## config.mk

```make
export PLATFORM = sky130hd
export DESIGN_NAME = spi_main_ctrl
export DESIGN_NICKNAME = d
export VERILOG_FILES = /design/src/rtl/mini_spi_pkg.sv /design/src/rtl/spi_sclk_gen.sv /design/src/rtl/spi_main_ctrl.sv
export SDC_FILE = /design/constraint.sdc
export NUM_CORES = 1
export LEC_CHECK = 0
export ABC_AREA = 1
export BUFFER_PORTS_ARGS = -buffer_cell sky130_fd_sc_hd__buf_4
export CORE_MARGIN = 4
export CORE_UTILIZATION = 40
export DETAILED_ROUTE_END_ITERATION = 10
export GPL_ROUTABILITY_DRIVEN = 0
export GPL_TIMING_DRIVEN = 0
export PLACE_DENSITY_LB_ADDON = 0.05
export SLEW_MARGIN = 25
export SYNTH_ARGS = -nofsm -noshare
export SYNTH_HDL_FRONTEND = slang
export SYNTH_SLANG_ARGS = --single-unit
```

## constraint.sdc

```tcl
create_clock -name clk -period 2.4 [get_ports clk]
set_input_delay 0.12 -clock clk [delete_from_list [all_inputs] [get_ports clk]]
set_output_delay 0.12 -clock clk [all_outputs]
set_load 0.03 [all_outputs]
```

## src/rtl/mini_spi_pkg.sv

```systemverilog
// ---------------------------------------------------------------------------
// mini_spi_pkg : shared types and defaults for the Mini_SPI main controller
// Rev 1.0
// ---------------------------------------------------------------------------
`default_nettype none

package mini_spi_pkg;

  localparam int SPI_DEFAULT_WIDTH   = 8;
  localparam int SPI_DEFAULT_CLK_DIV = 2;

  typedef enum logic [2:0] {
    IDLE  = 3'd0,
    SETUP = 3'd1,
    XFER  = 3'd2,
    HOLD  = 3'd3,
    DONE  = 3'd4
  } spi_main_state_t;

endpackage

`default_nettype wire

```

## src/rtl/spi_sclk_gen.sv

```systemverilog
// ---------------------------------------------------------------------------
// spi_sclk_gen : half-period tick generator and sclk toggle for the SPI main
// Rev 1.0
// ---------------------------------------------------------------------------
`default_nettype none

module spi_sclk_gen
  import mini_spi_pkg::*;
#(
  parameter int CLK_DIV = SPI_DEFAULT_CLK_DIV
) (
  input  logic clk,
  input  logic clear,
  input  logic en,
  input  logic toggle_en,
  output logic tick,
  output logic rise,
  output logic fall,
  output logic sclk
);

  localparam int            CW      = (CLK_DIV > 1) ? $clog2(CLK_DIV) : 1;
  localparam logic [CW-1:0] CNT_MAX = CW'(CLK_DIV - 1);

  logic [CW-1:0] cnt_q, cnt_d;
  logic          sclk_q, sclk_d;

  always_comb begin
    tick   = en && (cnt_q == CNT_MAX);
    rise   = tick && toggle_en && !sclk_q;
    fall   = tick && toggle_en && sclk_q;
    cnt_d  = cnt_q;
    sclk_d = sclk_q;
    // Held cleared while disabled so every frame starts on a fresh half-period.
    if (!en) begin
      cnt_d  = '0;
      sclk_d = 1'b0;
    end else begin
      cnt_d = tick ? '0 : cnt_q + 1'b1;
      if (tick && toggle_en) sclk_d = !sclk_q;
    end
  end

  always_ff @(posedge clk or negedge clear) begin
    if (!clear) begin
      cnt_q  <= '0;
      sclk_q <= 1'b0;
    end else begin
      cnt_q  <= cnt_d;
      sclk_q <= sclk_d;
    end
  end

  assign sclk = sclk_q;

endmodule

`default_nettype wire

```

## src/rtl/spi_main_ctrl.sv

```systemverilog
// ---------------------------------------------------------------------------
// spi_main_ctrl : SPI mode-0 main frame controller with valid/ready word I/O
// Rev 1.0
// ---------------------------------------------------------------------------
`default_nettype none

module spi_main_ctrl
  import mini_spi_pkg::*;
#(
  parameter int WIDTH   = SPI_DEFAULT_WIDTH,
  parameter int CLK_DIV = SPI_DEFAULT_CLK_DIV
) (
  input  logic             clk,
  input  logic             clear,
  input  logic [WIDTH-1:0] tx_data,
  input  logic             tx_valid,
  output logic             tx_ready,
  output logic [WIDTH-1:0] rx_data,
  output logic             rx_valid,
  output logic             cs_n,
  output logic             sclk,
  output logic             mosi,
  input  logic             miso
);

  localparam int             BCW      = $clog2(WIDTH) + 1;
  localparam logic [BCW-1:0] LAST_BIT = BCW'(WIDTH - 1);

  spi_main_state_t  state_q, state_d;
  logic [WIDTH-1:0] tx_sr_q, tx_sr_d;
  logic [WIDTH-1:0] rx_sr_q, rx_sr_d;
  logic [WIDTH-1:0] rx_data_q, rx_data_d;
  logic [BCW-1:0]   bit_cnt_q, bit_cnt_d;
  logic             cs_n_q, cs_n_d;
  logic             mosi_q, mosi_d;
  logic             rx_valid_q, rx_valid_d;

  logic gen_en, gen_tick, gen_rise, gen_fall;

  assign gen_en = (state_q == SETUP) || (state_q == XFER) || (state_q == HOLD);

  spi_sclk_gen #(
    .CLK_DIV (CLK_DIV)
  ) u_sclk_gen (
    .clk       (clk),
    .clear     (clear),
    .en        (gen_en),
    .toggle_en (state_q == XFER),
    .tick      (gen_tick),
    .rise      (gen_rise),
    .fall      (gen_fall),
    .sclk      (sclk)
  );

  always_comb begin
    state_d    = state_q;
    tx_sr_d    = tx_sr_q;
    rx_sr_d    = rx_sr_q;
    rx_data_d  = rx_data_q;
    bit_cnt_d  = bit_cnt_q;
    cs_n_d     = cs_n_q;
    mosi_d     = mosi_q;
    rx_valid_d = 1'b0;
    case (state_q)
      IDLE: begin
        if (tx_valid) begin
          tx_sr_d   = tx_data;
          rx_sr_d   = '0;
          bit_cnt_d = '0;
          cs_n_d    = 1'b0;
          mosi_d    = tx_data[WIDTH-1];
          state_d   = SETUP;
        end
      end
      SETUP: begin
        if (gen_tick) state_d = XFER;
      end
      XFER: begin
        if (gen_rise) rx_sr_d = {rx_sr_q[WIDTH-2:0], miso};
        // The final falling edge leaves mosi on the last bit.
        if (gen_fall) begin
          if (bit_cnt_q == LAST_BIT) begin
            bit_cnt_d = '0;
            state_d   = HOLD;
          end else begin
            bit_cnt_d = bit_cnt_q + 1'b1;
            tx_sr_d   = tx_sr_q << 1;
            mosi_d    = tx_sr_q[WIDTH-2];
          end
        end
      end
      HOLD: begin
        if (gen_tick) begin
          cs_n_d     = 1'b1;
          rx_data_d  = rx_sr_q;
          rx_valid_d = 1'b1;
          state_d    = DONE;
        end
      end
      DONE:    state_d = IDLE;
      default: state_d = IDLE;
    endcase
  end

  always_ff @(posedge clk or negedge clear) begin
    if (!clear) begin
      state_q    <= IDLE;
      tx_sr_q    <= '0;
      rx_sr_q    <= '0;
      rx_data_q  <= '0;
      bit_cnt_q  <= '0;
      cs_n_q     <= 1'b1;
      mosi_q     <= 1'b0;
      rx_valid_q <= 1'b0;
    end else begin
      state_q    <= state_d;
      tx_sr_q    <= tx_sr_d;
      rx_sr_q    <= rx_sr_d;
      rx_data_q  <= rx_data_d;
      bit_cnt_q  <= bit_cnt_d;
      cs_n_q     <= cs_n_d;
      mosi_q     <= mosi_d;
      rx_valid_q <= rx_valid_d;
    end
  end

  assign tx_ready = (state_q == IDLE);
  assign rx_data  = rx_data_q;
  assign rx_valid = rx_valid_q;
  assign cs_n     = cs_n_q;
  assign mosi     = mosi_q;

endmodule

`default_nettype wire

```

# Word-level counts from Yosys, hierarchy flattened
# Index checks and enable logic that the tools add are counted.
[op_classes]
n_addsub = 2
n_reduce_logical = 16
muxes = 30
n_eq_ne = 12
[op_table]
columns = ["op", "count"]
rows = [
  ["2-to-1 mux 7 bit", 3],
  ["2-to-1 mux 8 bit", 2],
  ["!= test 2 bit, second input constant", 8],
  ["case mux 8 bit (2 select lines)", 1],
  ["2-to-1 mux 3 bit", 5],
  ["case mux 7 bit (2 select lines)", 1],
  ["2-to-1 mux 4 bit", 3],
  ["case mux 3 bit (4 select lines)", 1],
  ["2-to-1 mux 1 bit", 11],
  ["AND reduction 3 bit", 3],
  ["case mux 4 bit (2 select lines)", 1],
  ["== test 3 x 2 -> 1 bit, second input constant", 2],
  ["AND reduction 5 bit", 1],
  ["adder 4 x 1 -> 4 bit, second input constant", 1],
  ["== test 4 x 3 -> 1 bit, second input constant", 1],
  ["logical AND 1 bit", 4],
  ["case mux 1 bit (2 select lines)", 2],
  ["AND reduction 4 bit", 1],
  ["nonzero test 2 bit", 2],
  ["== test 3 x 1 -> 1 bit, second input constant", 1],
  ["logical NOT 3 bit", 1],
  ["logical OR 1 bit", 2],
  ["AND reduction 2 bit", 1],
  ["adder 1 bit, second input constant", 1],
  ["logical NOT 1 bit", 1],
]
[totals]
ff_bits = 35
out_inout_bits = 13
wordCells = 70

# Depth between registers and ports, before layout
[depth]
depth_word = 8
depth_mapped = 8
mapped_depth_nobuf = 8

# Modules after synthesis
# From an unflattened synthesis, not the netlist that was laid out.
[hier_totals]
cells_unflattened = 199
area_unflattened_um2 = 1614.0
[modules_own_cells]
columns = ["mod", "cells_per_inst", "area_per_inst_um2", "seq_area_each_um2", "instances"]
rows = [
  ["spi_main_ctrl", 186, 1514.0, 827.0, 1],
  ["spi_sclk_gen", 13, 100.1, 50.0, 1],
]

# Least setup slack after synthesis
# OpenSTA, ideal clock, no wires.
[synth_path]
path_kind = "register to register"
startpoint = "register state_q[2]"
endpoint = "register rx_sr_q[0]"
setup_ns = 0.117
t_required_ns = 2.283
n_path_buf = 0
synth_period_minus_slack_ns = 1.320
slack_ns = 1.080
arrival_time_ns = 1.203
stages_incl_launch_ff = 9
path_cell_list = "dfrtp_1 > nor2_4 > nand2_2 > inv_2 > nand2_1 > nand2_4 > inv_2 > nand2_1 > nand2_1"
[synth_via]
word_cells_on_any_way = 14
cone_classes = "eq/ne: 5; mux: 1; reduce/logical: 8"
[synth_lines]
columns = ["element", "line_no", "rtl"]
rows = [
  ["start, declared", "spi_main_ctrl.sv:29", "spi_main_state_t state_q, state_d;"],
  ["start signal, assigned", "spi_main_ctrl.sv:116", "state_q <= state_d;"],
  ["logical NOT 3 bit (*)", "n/a", ""],
  ["via tx_ready", "spi_main_ctrl.sv:17", "output logic tx_ready,"],
  ["!= test 2 bit (no line) or nonzero test 2 bit (tied branches)", "n/a", ""],
  ["AND reduction 3 bit (no line)", "n/a", ""],
  ["end signal, assigned", "spi_main_ctrl.sv:118", "rx_sr_q <= rx_sr_d;"],
  ["end, declared", "spi_main_ctrl.sv:31", "logic [WIDTH-1:0] rx_sr_q, rx_sr_d;"],
]
# The timed path passes the listed nets; every way through them passes the cells marked *.
# A chain may end at the register's enable or synchronous reset.

# Final worst setup path
[layout_path]
startpoint = "register state_q[2]"
endpoint = "register tx_sr_q[0]"
[layout_via]
elab_chain_len = 8
word_cells_on_any_way = 15
cone_classes = "eq/ne: 6; mux: 1; reduce/logical: 8"
[layout_rtl]
columns = ["element", "line_no", "rtl"]
rows = [
  ["== test 3 x 1 -> 1 bit or == test 3 x 2 -> 1 bit (tied branches)", "spi_main_ctrl.sv:40, spi_main_ctrl.sv:48, spi_main_ctrl.sv:64", ""],
  ["logical OR 1 bit (2 in a row)", "spi_main_ctrl.sv:40", "assign gen_en = (state_q == SETUP) || (state_q == XFER) || (state_q == HOLD);"],
  ["logical AND 1 bit", "spi_sclk_gen.sv:29", "tick = en && (cnt_q == CNT_MAX);"],
  ["logical AND 1 bit (2 in a row)", "spi_sclk_gen.sv:31", "fall = tick && toggle_en && sclk_q;"],
  ["!= test 2 bit (no line)", "n/a", ""],
  ["AND reduction 4 bit (no line)", "n/a", ""],
  ["end signal, assigned", "spi_main_ctrl.sv:117", "tx_sr_q <= tx_sr_d;"],
  ["end, declared", "spi_main_ctrl.sv:30", "logic [WIDTH-1:0] tx_sr_q, tx_sr_d;"],
]
# Parallel ways exist; a longest one is shown, timed or not.

==> summary.md <==
| Metric | Value |
|---|---|
| Final count of pins violating max slew | 0 |
| Clk_skew | 0.00366 ns |
| Placeable Area | 3800 µm² |
| Clock Tree Root | clkbuf_8 |
| Pre-CTS setup slack | 1.02 ns |
| Actual transition at the worst max-transition pin | 0.437 ns |
| Peak supply drop | 0.543 mV |
| Final WS setup | 1.02 ns |
| DP HPWL | 2360 µm |
| Final nets | 248 |
| RSZ-0062 raised after global routing | no |
| CTS HTree Levels | 2 |
| Mapped Area | 1630 µm² |
| TritonCTS buffer count | 5 |
| Min Tclk post-route | 1.38 ns |
| Overall Power | 0.00275 W |
| Vias in the first global route | 1314 |
| FMAX | 724 MHz |
| WL final | 3210 µm |
| Yosys top cell by area | dfrtp_1 |
| Filler cells | 387 |
| Rel. slew slack | 70.9% |
| Setup-failing EPs final | 0 |
| #FFs+latches synth | 35 |
| Mapped Cells | 203 |
| Post-CTS setup buffers | 0 |
| GR Overflow Total | 0 |
| Worst EP required | 2.58 ns |
| CP endpoint kind | flip-flop |
| Synthesized Nets | 216 |
| TritonCTS clock tree | built |
| Io pins | 25 |
| Max-Cap Viols | 0 |
| Number of port buffers | 24 |
| Total Die Area | 5150 µm² |
| First-pass GRT wire length | 5730 µm |
| Worst-Skew Late Latency | 0.28 ns |
| Final period util | 57.6% |
| Share of layout cells above drive strength 1 | 22.5% |
| Initial antenna violation count | 0 |
| Die H | 71.8 µm |
| Vias post-DR | 1372 |
| Initial DRC count | 93 |
| Synth Warn # | 0 |
| Post-synth top area share | 52.3% |
| Crit path DAT | 1.56 ns |
| Count of unique library cells instantiated by Yosys | 21 |
| Clock sinks | 35 |
| Hold Fails Final Rpt | 0 |
| Hold_ws | 0.0650 ns |
| Die width | 71.8 µm |
| Fin util | 52.5% |
| Largest net degree at the start of global routing | 36 |
| Drt pass-1 iters | 4 |
| CTS Buffer Depth | 2 |
| Setup TNS | 0 ns |
| Post-DR wirelength/cell | 11.3 µm |
| DR vias/cell | 4.83 |
| Status | completed |
| Drc violations | 0 |
| FP Rows | 22 |
| Ant diodes | 0 |
| Mean Syn Cell Area | 8.01 µm² |
| Area growth syn-to-layout | 22.6% |
| Setup CP Type | reg -> reg |
| Worst min path class | in -> reg |
| Critical Path Source Type | flip-flop |
| Worst-path maximum fanout | 10 |
| Sequential fraction of the synthesis area | 53.9% |
| Pleak | 1.13 nW |
| Total track usage | 14.1% |
| Routed Antenna Nets | 0 |
| Pwr/cell area | 1380 nW/µm² |
| Synth area leaders | dfrtp_1 52%, nand2_1 23%, nand3_1 6.8% |
| Initial Util | 42.8% |
| Reg clk slew, reported paths | 0.07 ns |
-- power breakdown --
part           switching (W)  internal [W]
logic               0.000829      0.000427
clock network       0.000205      0.000336
registers           0.000142      0.000809
-- layout by cell type (no fill, tap or decap) --
cell type / n
dlygate4sd3_1: 1
buf_2: 3
inv_1: 10
dfstp_2: 1
nor2_2: 1
a21oi_2: 1
nand2_2: 4
nand2_1: 99
ha_1: 1
nor2_1: 7
bufinv_16: 1
xor2_1: 1
nor3_1: 1
buf_6: 1
nand3_1: 22
inv_4: 1
a21oi_1: 3
inv_2: 4
clkbuf_8: 6
clkinv_2: 1
nor2_4: 2
o21ai_0: 3
dfrtp_1: 34
buf_4: 24
clkinv_1: 1
nand2_4: 3
-- per-layer routing --
metal  up-vias  wire [µm]  track usage, %
li1        689          -               -
met1       653       1570            18.7
met2        26       1430            21.8
met3         4        158            4.21
met4         0         55            5.22
met5         -          0               0
-- Yosys cell counts (all sizes together) --
cell      n
o21ai     3
nor2     10
inv      15
buf       4
nor3      1
a21oi     4
nand3    22
dfrtp    34
clkinv    1
ha        1
nand2   106
xor2      1
dfstp     1
-- worst max-delay path, stage by stage, from the launching register on --
cell	delay (ns)
dfrtp_1	0.43
nor2_4	0.16
nand2_2	0.12
inv_4	0.14
buf_2	0.23
nor2_1	0.06
nand3_1	0.08
nand2_1	0.05
-- path summary, 6_finish.rpt --
path                       cells past startpoint  slack [ns]                      to                   start
setup / recovery                               7        1.02  tx_sr_q[0]$_DFFE_PN0P_  state_q[2]$_DFFE_PN0P_
max in group asynchronous                      2        1.74        cs_n$_DFFE_PN1P_                   clear
setup reg to reg                               7        1.02  tx_sr_q[0]$_DFFE_PN0P_  state_q[2]$_DFFE_PN0P_
min in group asynchronous                      2        0.32  rx_data[5]$_DFFE_PN0P_                   clear
hold reg to reg                                2        0.47        cs_n$_DFFE_PN1P_        cs_n$_DFFE_PN1P_
hold / removal                                 3        0.07  rx_sr_q[0]$_DFFE_PN0P_                    miso
-- sequential cells by signal, summed over array words and instances, names as in the netlist --
name              count
u_sclk_gen.cnt_q      1
u_sclk_gen.sclk       1
rx_sr_q               8
tx_sr_q               7
rx_data               8
bit_cnt_q             4
state_q               3
cs_n                  1
rx_valid              1
mosi                  1
-- final cells by class --
| type | instances | area (µm²) | area share [%] |
|---|---|---|---|
| inverter | 16 | 62.6 | 3.14 |
| clock buffer | 6 | 82.6 | 4.14 |
| tap | 48 | 60.1 | 3.01 |
| timing repair buffer | 25 | 190 | 9.54 |
| clock inverter | 2 | 35.0 | 1.76 |
| sequential | 35 | 877 | 44.0 |
| buffer | 4 | 26.3 | 1.32 |
| multi-input combinational | 148 | 661 | 33.1 |
-- repair_timing --
action | CTS | global route
hold endpoints to repair | 34 | 0
resized for setup | 0 | 0
hold buffers | 1 | 0
-- per-stage QoR --
step / instances / instance area (µm²)
final: 284 / 1990
after global placement: 275 / 1870
after CTS: 284 / 1990
after global routing: 284 / 1990
after detailed placement: 275 / 1870
after floorplan: 203 / 1630
-- kinds of logic (layout without fill, tap and decap cells) --
logic type                 after synthesis  in the layout  share of synthesized area, %
AOI/OAI and AO/OA                        7              7                          2.38
buffers and inverters                   20             53                          5.46
DFF                                     35             35                          53.9
adders and majority gates                1              1                         0.769
xor gates and xnor gates                 1              1                         0.539
and+or+nand+nor                        139            139                          36.9
(Power assumes the default switching activity.)
